==> src/rtl/serial_adder_sequencer.sv <==
// Digit-serial adder: a WIDTH-bit sum computed DIGIT bits per cycle with a registered carry.
// Optional subtract mode (sum = a - b) is enabled by defining SERIAL_ADDER_SUB_EN.
module serial_adder_sequencer #(
  parameter int WIDTH = 32,
  parameter int DIGIT = 8
) (
  input  logic             clock,
  input  logic             reset,
  input  logic             in_valid,
  output logic             in_ready,
  input  logic [WIDTH-1:0] a,
  input  logic [WIDTH-1:0] b,
`ifdef SERIAL_ADDER_SUB_EN
  input  logic             sub,
`endif
  output logic             out_valid,
  input  logic             out_ready,
  output logic [WIDTH-1:0] sum,
  output logic             carry_out,
  output logic             busy
);

  // state | meaning
  // IDLE  | waiting for operands, in_ready high
  // RUN   | one digit added per cycle
  // DONE  | result presented, waiting for out_ready
  localparam logic [1:0] IDLE = 2'd0;
  localparam logic [1:0] RUN  = 2'd1;
  localparam logic [1:0] DONE = 2'd2;

  localparam int N_DIGITS = WIDTH / DIGIT;
  localparam int CNT_W    = (N_DIGITS > 1) ? $clog2(N_DIGITS) : 1;
  localparam logic [CNT_W-1:0] LAST = CNT_W'(N_DIGITS - 1);

  logic [1:0]       state_q, state_d;
  logic [WIDTH-1:0] a_sh_q, a_sh_d;
  logic [WIDTH-1:0] b_sh_q, b_sh_d;
  logic             carry_q, carry_d;
  logic [CNT_W-1:0] cnt_q, cnt_d;
  logic [WIDTH-1:0] sum_q, sum_d;
  logic             carry_out_q, carry_out_d;
  logic [DIGIT:0]   dsum;
  logic [WIDTH-1:0] sum_shift;
  logic             sub_eff;

`ifdef SERIAL_ADDER_SUB_EN
  assign sub_eff = sub;
`else
  assign sub_eff = 1'b0;
`endif

  assign dsum = {1'b0, a_sh_q[DIGIT-1:0]} + {1'b0, b_sh_q[DIGIT-1:0]}
              + {{DIGIT{1'b0}}, carry_q};

  // New digit enters at the MSB so after N_DIGITS shifts the LSB digit lands at the bottom.
  generate
    if (WIDTH == DIGIT) begin : g_single
      assign sum_shift = dsum[DIGIT-1:0];
    end else begin : g_multi
      assign sum_shift = {dsum[DIGIT-1:0], sum_q[WIDTH-1:DIGIT]};
    end
  endgenerate

  always_comb begin
    state_d     = state_q;
    a_sh_d      = a_sh_q;
    b_sh_d      = b_sh_q;
    carry_d     = carry_q;
    cnt_d       = cnt_q;
    sum_d       = sum_q;
    carry_out_d = carry_out_q;
    case (state_q)
      IDLE: begin
        if (in_valid) begin
          a_sh_d  = a;
          b_sh_d  = sub_eff ? ~b : b;
          carry_d = sub_eff;
          cnt_d   = '0;
          state_d = RUN;
        end
      end
      RUN: begin
        a_sh_d  = a_sh_q >> DIGIT;
        b_sh_d  = b_sh_q >> DIGIT;
        sum_d   = sum_shift;
        carry_d = dsum[DIGIT];
        cnt_d   = cnt_q + 1'b1;
        if (cnt_q == LAST) begin
          carry_out_d = dsum[DIGIT];
          state_d     = DONE;
        end
      end
      DONE: begin
        if (out_ready) state_d = IDLE;
      end
      default: state_d = IDLE;
    endcase
  end

  always_ff @(posedge clock) begin
    if (reset) begin
      state_q     <= IDLE;
      a_sh_q      <= '0;
      b_sh_q      <= '0;
      carry_q     <= 1'b0;
      cnt_q       <= '0;
      sum_q       <= '0;
      carry_out_q <= 1'b0;
    end else begin
      state_q     <= state_d;
      a_sh_q      <= a_sh_d;
      b_sh_q      <= b_sh_d;
      carry_q     <= carry_d;
      cnt_q       <= cnt_d;
      sum_q       <= sum_d;
      carry_out_q <= carry_out_d;
    end
  end

  assign in_ready  = (state_q == IDLE);
  assign out_valid = (state_q == DONE);
  assign busy      = (state_q != IDLE);
  assign sum       = sum_q;
  assign carry_out = carry_out_q;

endmodule

==> config.mk <==
export PLATFORM = sky130hd
export DESIGN_NAME = serial_adder_sequencer
export DESIGN_NICKNAME = d
export VERILOG_FILES = /design/src/rtl/serial_adder_sequencer.sv
export SDC_FILE = /design/constraint.sdc
export NUM_CORES = 1
export LEC_CHECK = 0
export BUFFER_PORTS_ARGS = -buffer_cell sky130_fd_sc_hd__buf_2
export CAP_MARGIN = 10
export CORE_ASPECT_RATIO = 0.5
export CORE_MARGIN = 2
export CORE_UTILIZATION = 41
export CTS_CLUSTER_SIZE = 30
export DETAILED_ROUTE_END_ITERATION = 16
export PLACE_DENSITY = 0.66
export RECOVER_POWER = 25
export SYNTH_ARGS = -nofsm -noshare
export SYNTH_HDL_FRONTEND = slang
export SYNTH_SLANG_ARGS = --single-unit
==> constraint.sdc <==
create_clock -name clock -period 2.2 [get_ports clock]
set_input_delay 0.44 -clock clock [delete_from_list [all_inputs] [get_ports clock]]
set_output_delay 0.44 -clock clock [all_outputs]
set_load 0.01 [all_outputs]
---- After elaboration in Yosys (flattened, before gate mapping) ----
Cells that the tools add are included.
W data, S select, Z words.
word-level totals
  register bits ........................... 102
  bits of input ports ..................... 68
  output and inout bits ................... 36
operators by class
  add/sub/neg operators ................... 3
  equality and inequality tests ........... 6
  muxes and demuxes ....................... 12
  reductions and logical operators ........ 6
operators with widths
  operator               count
  $pmux W32 S2           2
  $mux W32               2
  $add A8 B8 Y9          1
  $add A9 B1 Y9          1
  $mux W2                4
  $pmux W2 S3            1
  $eq A2 B2 Y1 const B   2
  $ne A2 B2 Y1 const B   2
  $pmux W2 S2            1
  $reduce_and A2 Y1      2
  $reduce_bool A2 Y1     2
  $reduce_and A3 Y1      1
  $add A2 B1 Y2 const B  1
  $eq A2 B1 Y1 const B   1
  $logic_not A2 Y1       1
  $ne A2 B1 Y1 const B   1
  $pmux W1 S2            1
  $mux W1                1

---- Depth between registers and ports, before layout ----
Gate-level depths: netlist (run 1).
  depth in word-level cells ............... 3
  gate-level depth with buffers ........... 8
  mapped depth without buffers ............ 6

---- Worst setup path after synthesis (run 1) ----
OpenSTA, ideal clock, no wires.
  path kind ............................... reg2reg
  from .................................... register a_sh_q[0]
  to ...................................... register carry_out_q, in the netlist carry_out
  setup time .............................. 0.116 ns
  data arrival time ....................... 2.029 ns
  data required time ...................... 2.084 ns
  path slack .............................. 0.055 ns
  stages on the path, launching flop included .. 7
  period minus slack after synthesis ...... 2.145 ns
  path through ............................ dfxtp_1 fa_1 fa_1 a211oi_1 o21ai_0 and3_1 o211a_1
between the ends
  cells in the longest elaborated chain, start to end .. 2
RTL lines
  item                    RTL line  text
  start, declared         36        logic [WIDTH-1:0] a_sh_q, a_sh_d;
  start signal, assigned  111       a_sh_q <= a_sh_d;
  $add A8 B8 Y9           52        assign dsum = {1'b0, a_sh_q[DIGIT-1:0]} + {1'b0, b_sh_q[DIGIT-1:0]}
  $add A9 B1 Y9           53        + {{DIGIT{1'b0}}, carry_q};
  end signal, assigned    116       carry_out_q <= carry_out_d;
  end, declared           41        logic carry_out_q, carry_out_d;
Every way passes these cells.
A chain may end at the register's enable or synchronous reset.

---- Final worst setup path (run 1) ----
  from .................................... register carry_q
  to ...................................... register carry_out_q, in the netlist carry_out
between the ends
  cells in the longest elaborated chain, start to end .. 1
RTL lines
  item                    RTL line  text
  start, declared         38        logic carry_q, carry_d;
  start signal, assigned  113       carry_q <= carry_d;
  $add A9 B1 Y9           53
Every way passes these cells.

==> results.txt, run 1 <==
----------------------------------------------------
[GRT]
  Global routing usage on met1 ... 25.82%
  Wire length of the first global-routing pass ... 18,260 microns
  Number of antenna violations at the first check in global routing ... 0
  Global Route met3 Usage ... about 4.5%
  Vias in the first global route ... 3,683
  Combined global-route utilization of all metal layers ... 18.56%
  Global route overflow ... 0
  Largest net degree at the start of global routing ... 97
  GR Util met2 ... about 30%
  GRT Max-Usage Layer ... met2

[Place]
  Worst setup timing slack at the placement stage ... -0.06155 ns
  Total placed cells including tap cells ... roughly 750
  Half-perimeter wire length after detailed placement ... 7545 microns
  Port Buffer Count ... 103
  Routability cong. ... 0.7994

[Clock network]
  CTS root buffer ... sky130_fd_sc_hd__clkbuf_16
  Clock sink count ... 102
  Clk_lat worst skew ... between 0.3 and 0.4 ns
  TritonCTS clock tree ... done
  CTS Buf Count ... 9
  H-tree level count ... 3
  Maximum number of buffers from clock root to sink ... 2
  Reg clk slew, reported paths ... 0.07 ns
  Hold_buf cts ... 0
  Postcts setup bufs ... 0

[Timing]
  Hold Violations, Final ... 0
  Largest clock skew in the final design ... 0.004940 ns
  Final Slew Violations ... 0
  Final cycle utilization of the critical path ... 95.57%
  Setup repair after global routing missed its margin ... false
  Worst rel slew slack ... between 20% and 30%
  Final count of negative-setup-slack endpoints ... 0
  Transition at the pin with the smallest max-transition slack ... 1.125 ns
  Minimum hold slack ... ~0.34 ns
  Maximum achievable frequency ... between 0.4 and 0.5 GHz
  Worst path setup slack after routing ... 0.09757 ns
  Post-layout min period ... around 2.1 ns

[Drt]
  Routed len/inst ... 14.81 microns
  First drt pass iteration count ... 4
  Total Routed Length ... 11,340 microns
  Post-detailed-route DRC marker count ... 0
  Remaining antenna violation count after routing ... 0
  Via-to-Cell Ratio ... 5.256
  DRC violation total after the first TritonRoute iteration ... 414
  Vias after detailed routing ... 4,026

[Logic synthesis]
  Share of the yosys chip area belonging to registers ... 44.06%
  Number of instances in the synthesized netlist ... 539
  Main synth FF type ... sky130_fd_sc_hd__dfxtp_1
  Commonest cells in the synthesized netlist ... sky130_fd_sc_hd__dfxtp_1, sky130_fd_sc_hd__a21oi_1, sky130_fd_sc_hd__nor2_1
  Synthesized net count ... approximately 600
  Library cell occupying the most area in the post-synthesis netlist ... sky130_fd_sc_hd__dfxtp_1
  Async set or reset register ratio after synthesis ... 0%
  Number of enable flip-flop cells after synthesis ... 0
  Top post-synthesis cells by area ... sky130_fd_sc_hd__dfxtp_1, sky130_fd_sc_hd__o221a_2, sky130_fd_sc_hd__a21oi_1
  Top-count cell post-synth ... sky130_fd_sc_hd__dfxtp_1
  Total number of yosys warnings ... 0
  Syn_area_per_cell ... 8.598 sq um
  Post-synthesis sequential element count ... 102
  Synthesized area ... around 4600 sq um
  Synth top area share ... 44.06%
  Yosys cell types ... 43

[Status]
  Run status ... completed

[Worst setup path]
  Cell with the biggest individual delay on the critical path ... sky130_fd_sc_hd__fa_2
  Most prevalent standard cell on the critical path ... sky130_fd_sc_hd__fa_2
  Kind of start point of the critical path ... flip-flop
  Data arrival time of the worst path ... 2.33 ns
  Critical Path Fanout Max ... 3
  Crit path largest cell delay ... 0.43 ns
  Data required, critical path ... 2.43 ns
  Reg-to-reg setup timing slack ... 0.1 ns
  Worst setup path class ... flip-flop to flip-flop
  Critical R2R Launch ... carry_q
  FF-to-FF path depth ... 6
  Critical R2R Capture ... carry_out
  Critical path endpoint category ... flip-flop
  Number of cells on the critical path ... 6
  Cell breakdown of the critical path ... fa_2 > fa_2 > a211oi_2 > o21ai_2 > and3_1 > o211a_1
  Top delay family on crit path ... adder cells
  First element of the critical path ... carry_q
  Critical path destination ... carry_out
  Count of buffering cells on the critical path with inverters included ... 0

[Layout]
  Number of fill cells in the layout ... 1,074
  Number of inserted diodes ... 0
  Number of nets in the layout ... between 600 and 700
  Ratio of cells with drive above 1 in the final layout ... about a quarter
  Layout overhead on the synthesized area ... 20.71%
  Number of cells in the finished layout apart from fillers ... 766

[Flow run]
  Max-cap check violation count ... 0

[Power and ir drop]
  Worst IR Drop VDD ... 339.9 uV
  Total leakage power ... 2.301 nW
  Register share of total power ... roughly 45%
  Power density relative to cell area ... 815.7 nW/um^2
  Net switching power ... between 0.001 and 0.0015 W
  Internal portion of total power ... between 0.003 and 0.004 W
  Share of total power in combinational logic ... 15.0%
  Fraction of power consumed by the clock network ... 40.1%
  Total power after layout ... 0.004563 W
  Switching share of power ... 24.80%

[Die]
  Die Span Y ... 79.18 microns
  Initial standard-cell utilization of the core ... 42.08%
  Area inside the core boundary ... 11,010 sq um
  I/O pins ... 104
  Cell row count ... 27
  Die Footprint ... 12,220 sq um
  Die Width ... 154.4 microns

[Worst hold path]
  Worst Hold Class ... input port to flip-flop

----------------------------------------------------
-- flip-flops by register name, indices dropped and copies added (netlist names) --
signal / flops
a_sh_q: 32
b_sh_q: 32
carry_out: 1
carry_q: 1
cnt_q: 2
state_q: 2
sum: 32
-- power groups by stage --
| stage | clock network [W] | logic (W) | registers (W) |
|---|---|---|---|
| floorplan | 0 | 0.000476 | 0.00207 |
| global placement | 0 | 0.000669 | 0.00209 |
| detailed placement | 0 | 0.000673 | 0.00209 |
| CTS | 0.00186 | 0.000680 | 0.00205 |
| global route | 0.00193 | 0.000760 | 0.00207 |
| finish | 0.00183 | 0.000682 | 0.00205 |
-- kinds of logic (layout without fill, tap and decap cells) --
kind of cell | Yosys count | after routing | synth area share [%]
flops | 102 | 102 | 44.06
fa+ha+maj | 10 | 10 | 3.024
xor+xnor | 1 | 1 | 0.1890
buf+inv | 54 | 136 | 4.806
simple gates | 202 | 202 | 20.41
compound gates | 170 | 170 | 27.51
-- cell type report --
type	count	area, sq um	area share [%]
Tap cell	145	181.4	3.243
Clock buffer	10	239.0	4.272
Multi-Input combinational cell	383	2402	42.94
Timing Repair Buffer	117	606.8	10.85
Inverter	3	11.26	0.2013
Sequential cell	102	2044	36.55
Clock inverter	6	108.9	1.946
-- worst min path at each step --
stage,depth (start not counted),slack (ns),to,startpoint
after global routing,3,0.34,a_sh_q[29],a[29]
after detailed placement,2,0.45,sum[4],sum[4]
after global placement,2,0.44,sum[6],sum[6]
after floorplan,2,0.46,carry_q,carry_q
after CTS,3,0.34,a_sh_q[28],a[28]
final,3,0.34,a_sh_q[28],a[28]
-- layout by cell type (no fill, tap or decap), types with 2 or more instances in the layout --
cell type	n
sky130_fd_sc_hd__clkinv_2	2
sky130_fd_sc_hd__inv_1	3
sky130_fd_sc_hd__a21oi_1	80
sky130_fd_sc_hd__a211o_2	2
sky130_fd_sc_hd__nand3_1	5
sky130_fd_sc_hd__ha_1	8
sky130_fd_sc_hd__a31oi_1	3
sky130_fd_sc_hd__dfxtp_2	2
sky130_fd_sc_hd__o21ai_0	4
sky130_fd_sc_hd__nor2_1	73
sky130_fd_sc_hd__nor2b_1	49
sky130_fd_sc_hd__buf_4	12
sky130_fd_sc_hd__buf_12	2
sky130_fd_sc_hd__clkbuf_1	31
sky130_fd_sc_hd__and2_1	2
sky130_fd_sc_hd__a22oi_1	17
sky130_fd_sc_hd__a211oi_1	4
sky130_fd_sc_hd__or2_2	3
sky130_fd_sc_hd__bufinv_16	3
sky130_fd_sc_hd__o31ai_1	2
sky130_fd_sc_hd__buf_2	72
sky130_fd_sc_hd__nand2_1	55
sky130_fd_sc_hd__clkbuf_16	9
sky130_fd_sc_hd__o221a_2	48
sky130_fd_sc_hd__fa_2	2
sky130_fd_sc_hd__dfxtp_1	100
sky130_fd_sc_hd__nand2b_1	2
sky130_fd_sc_hd__and3_1	2
-- per-layer routing --
layer  routed length [microns]  vias to the layer above
met4                       143                        0
met1                      5859                     1838
met5                         0                        -
met2                      4769                      106
met3                       570                       14
li1                          -                     2068
-- tightest hold or removal path: stages --
cell and delay, ns:
sky130_fd_sc_hd__buf_2 0.07, sky130_fd_sc_hd__a22oi_1 0.06, sky130_fd_sc_hd__nor2_1 0.07
-- stage by stage --
stage	TNS, ns	util (%)	instance area [sq um]
final	0	50.80	5594
after global routing	0	50.80	5594
after global placement	-0.01399	47.85	5270
after floorplan	0	-	4634
after CTS	0	51.06	5623
after detailed placement	-0.1138	47.85	5270
-- timing repair --
action / in CTS / in global routing
pin swaps: 2 / 6
endpoints found under the hold margin: 0 / 0
setup endpoints to repair: 4 / 3
resized for setup: 2 / 5
No activity file was read; power rests on OpenSTA's default activity.
==> run 2, diff against run 1 <==
--- a/config.mk
+++ b/config.mk
@@ -12,6 +12,7 @@
 export CORE_UTILIZATION = 41
 export CTS_CLUSTER_SIZE = 30
 export DETAILED_ROUTE_END_ITERATION = 16
+export MAX_ROUTING_LAYER = met4
 export PLACE_DENSITY = 0.66
 export RECOVER_POWER = 25
 export SYNTH_ARGS = -nofsm -noshare
==> results.txt, run 2 (same netlist as run 1, synthesis figures left out) <==
----------------------------------------------------
[Worst setup path]
  Critical Path Fanout Max ... 3 (unchanged)
  Cell breakdown of the critical path ... fa_2 > fa_2 > a211oi_2 > o21ai_2 > and3_1 > o211a_1 (unchanged)
  Most prevalent standard cell on the critical path ... sky130_fd_sc_hd__fa_2 (unchanged)
  Crit path largest cell delay ... 0.43 ns (about the same)
  Critical R2R Launch ... carry_q (unchanged)
  Data arrival time of the worst path ... 2.32 ns (was 2.33 ns)
  Kind of start point of the critical path ... flip-flop (unchanged)
  Worst setup path class ... flip-flop to flip-flop (unchanged)
  FF-to-FF path depth ... 6 (unchanged)
  First element of the critical path ... carry_q (unchanged)
  Cell with the biggest individual delay on the critical path ... sky130_fd_sc_hd__fa_2 (unchanged)
  Critical path endpoint category ... flip-flop (unchanged)
  Data required, critical path ... 2.43 ns (about the same)

[Power and ir drop]
  Total power after layout ... 0.004561 W (was 0.004563 W)
  Worst IR Drop VDD ... 340.0 uV (was 339.9 uV)
  Total leakage power ... 2.297 nW (was 2.301 nW)
  Power density relative to cell area ... 815.4 nW/um^2 (was 815.7 nW/um^2)

[Clock network]
  Reg clk slew, reported paths ... 0.07 ns (about the same)
  CTS root buffer ... sky130_fd_sc_hd__clkbuf_16 (unchanged)
  Hold_buf cts ... 0 (unchanged)
  CTS Buf Count ... 9 (unchanged)
  Clock sink count ... 102 (unchanged)
  Postcts setup bufs ... 0 (unchanged)
  Maximum number of buffers from clock root to sink ... 2 (unchanged)
  H-tree level count ... 3 (unchanged)
  Clk_lat worst skew ... 0.34 ns (about the same)
  TritonCTS clock tree ... done (unchanged)

[Timing]
  Largest clock skew in the final design ... 0.005279 ns (was 0.004940 ns)
  Final cycle utilization of the critical path ... 94.89% (was 95.57%)
  Maximum achievable frequency ... 0.4790 GHz (was 0.4756 GHz)
  Post-layout min period ... 2.088 ns (was 2.102 ns)
  Minimum hold slack ... 0.3453 ns (was 0.3446 ns)
  Setup repair after global routing missed its margin ... false (unchanged)
  Worst rel slew slack ... 25.24% (was 24.85%)
  Final count of negative-setup-slack endpoints ... 0 (unchanged)
  Final Slew Violations ... 0 (unchanged)
  Hold Violations, Final ... 0 (unchanged)
  Post-Route Setup TNS ... 0 ns (unchanged)
  Transition at the pin with the smallest max-transition slack ... 1.119 ns (was 1.125 ns)

[Die]
  I/O pins ... 104 (unchanged)
  Die Span Y ... 79.18 microns (unchanged)
  Area inside the core boundary ... 11,010 sq um (unchanged)
  Die Footprint ... 12,220 sq um (unchanged)
  Cell row count ... 27 (unchanged)
  Initial standard-cell utilization of the core ... 42.08% (unchanged)
  Die Width ... 154.4 microns (unchanged)

[GRT]
  Number of antenna violations at the first check in global routing ... 0 (unchanged)
  Vias in the first global route ... 3,686 (was 3,683)
  Wire length of the first global-routing pass ... 18,280 microns (was 18,260 microns)
  Combined global-route utilization of all metal layers ... 19.11% (was 18.56%)
  Global route overflow ... 0 (unchanged)
  Largest net degree at the start of global routing ... 97 (unchanged)

[Drt]
  Vias after detailed routing ... 4,009 (was 4,026)
  DRC violation total after the first TritonRoute iteration ... 374 (was 414)
  Via-to-Cell Ratio ... 5.234 (was 5.256)
  Routed len/inst ... 14.78 microns (was 14.81 microns)
  Total Routed Length ... 11,320 microns (was 11,340 microns)
  First drt pass iteration count ... 4 (unchanged)
  Remaining antenna violation count after routing ... 0 (unchanged)
  Post-detailed-route DRC marker count ... 0 (unchanged)

[Place]
  Total placed cells including tap cells ... 751 (unchanged)
  Port Buffer Count ... 103 (unchanged)
  Half-perimeter wire length after detailed placement ... 7545 microns (unchanged)
  Routability cong. ... 0.8109 (was 0.7994)

[Layout]
  Fraction of the core area covered by cells at the end of the flow ... 50.78% (was 50.80%)
  Layout overhead on the synthesized area ... 20.68% (was 20.71%)
  Number of cells in the finished layout apart from fillers ... 766 (unchanged)
  Ratio of cells with drive above 1 in the final layout ... 26.57% (was 26.73%)
  Number of fill cells in the layout ... 1,075 (was 1,074)
  Most common cell after layout, fill and taps aside ... sky130_fd_sc_hd__dfxtp_1 (unchanged)
  Leading cell types in the layout, fill and taps excluded ... sky130_fd_sc_hd__dfxtp_1, sky130_fd_sc_hd__a21oi_1, sky130_fd_sc_hd__nor2_1, sky130_fd_sc_hd__buf_2, sky130_fd_sc_hd__nand2_1 (unchanged)
  Number of nets in the layout ... 694 (unchanged)
  Number of inserted diodes ... 0 (unchanged)

[Status]
  Run status ... completed (unchanged)

[Worst hold path]
  Worst hold path cell count ... 3 (unchanged)
  Start point of the worst min-delay path ... a[28] (unchanged)
  Worst Hold Class ... input port to flip-flop (unchanged)

[Flow run]
  Max-cap check violation count ... 0 (unchanged)

----------------------------------------------------
-- run 2: cell count changes in the layout (fill, tap and decap cells not counted), sizes merged --
cell    previous run  this run
buf               86        85
clkbuf            41        42
-- run 2: layer usage --
layer	share of wire, %	vias to the layer above	wire, microns	track usage (%)
li1	-	2071	-	-
met1	52	1823	5912	25.92
met3	4.7	12	531	4.312
met2	42	103	4743	29.10
met5	0	-	0	-
met4	1.2	0	136	4.907
-- run 2: worst max-delay path, delay by kind of cell (launching register included) --
| kind | cells | cell delay (ns) |
|---|---|---|
| fa+ha+maj | 2 | 0.80 |
| simple gates | 1 | 0.19 |
| flops | 1 | 0.33 |
| compound gates | 3 | 0.67 |
-- run 2: area by class of cell --
class	instances	area, sq um	share of cell area (%)
clock buffer	10	239.0	4.273
timing repair buffer	117	605.6	10.83
sequential	102	2044	36.55
tap	145	181.4	3.244
clock inverter	6	108.9	1.946
inverter	3	11.26	0.2013
multi-input combinational	383	2402	42.95
-- run 2: repair_timing --
action / in CTS / in global routing
hold endpoints to repair: 0 / 0
resized for setup: 2 / 5
endpoints found under the setup margin: 4 / 3
pin swaps: 2 / 6
-- run 2: path summary, 6_finish.rpt --
kind	slack, ns	end
max reg2reg	0.11	carry_out
min	0.35	a_sh_q[28]
min reg2reg	0.46	sum[1]
max	0.11	carry_out
-- run 2: report_power, final --
part	internal, W	switching [W]	leakage (nW)
sequential	0.00197	0.0000827	0.839
combinational	0.000322	0.000360	1.29
clock	0.00114	0.000687	0.172
-- run 2: metrics by stage --
step                      area (sq um)  setup slack [ns]
final                             5593            0.1125
after global routing              5593          0.007869
after CTS                         5623           0.03368
after detailed placement          5270          -0.06155
after global placement            5270          -0.01258
after floorplan                   4634           0.05472
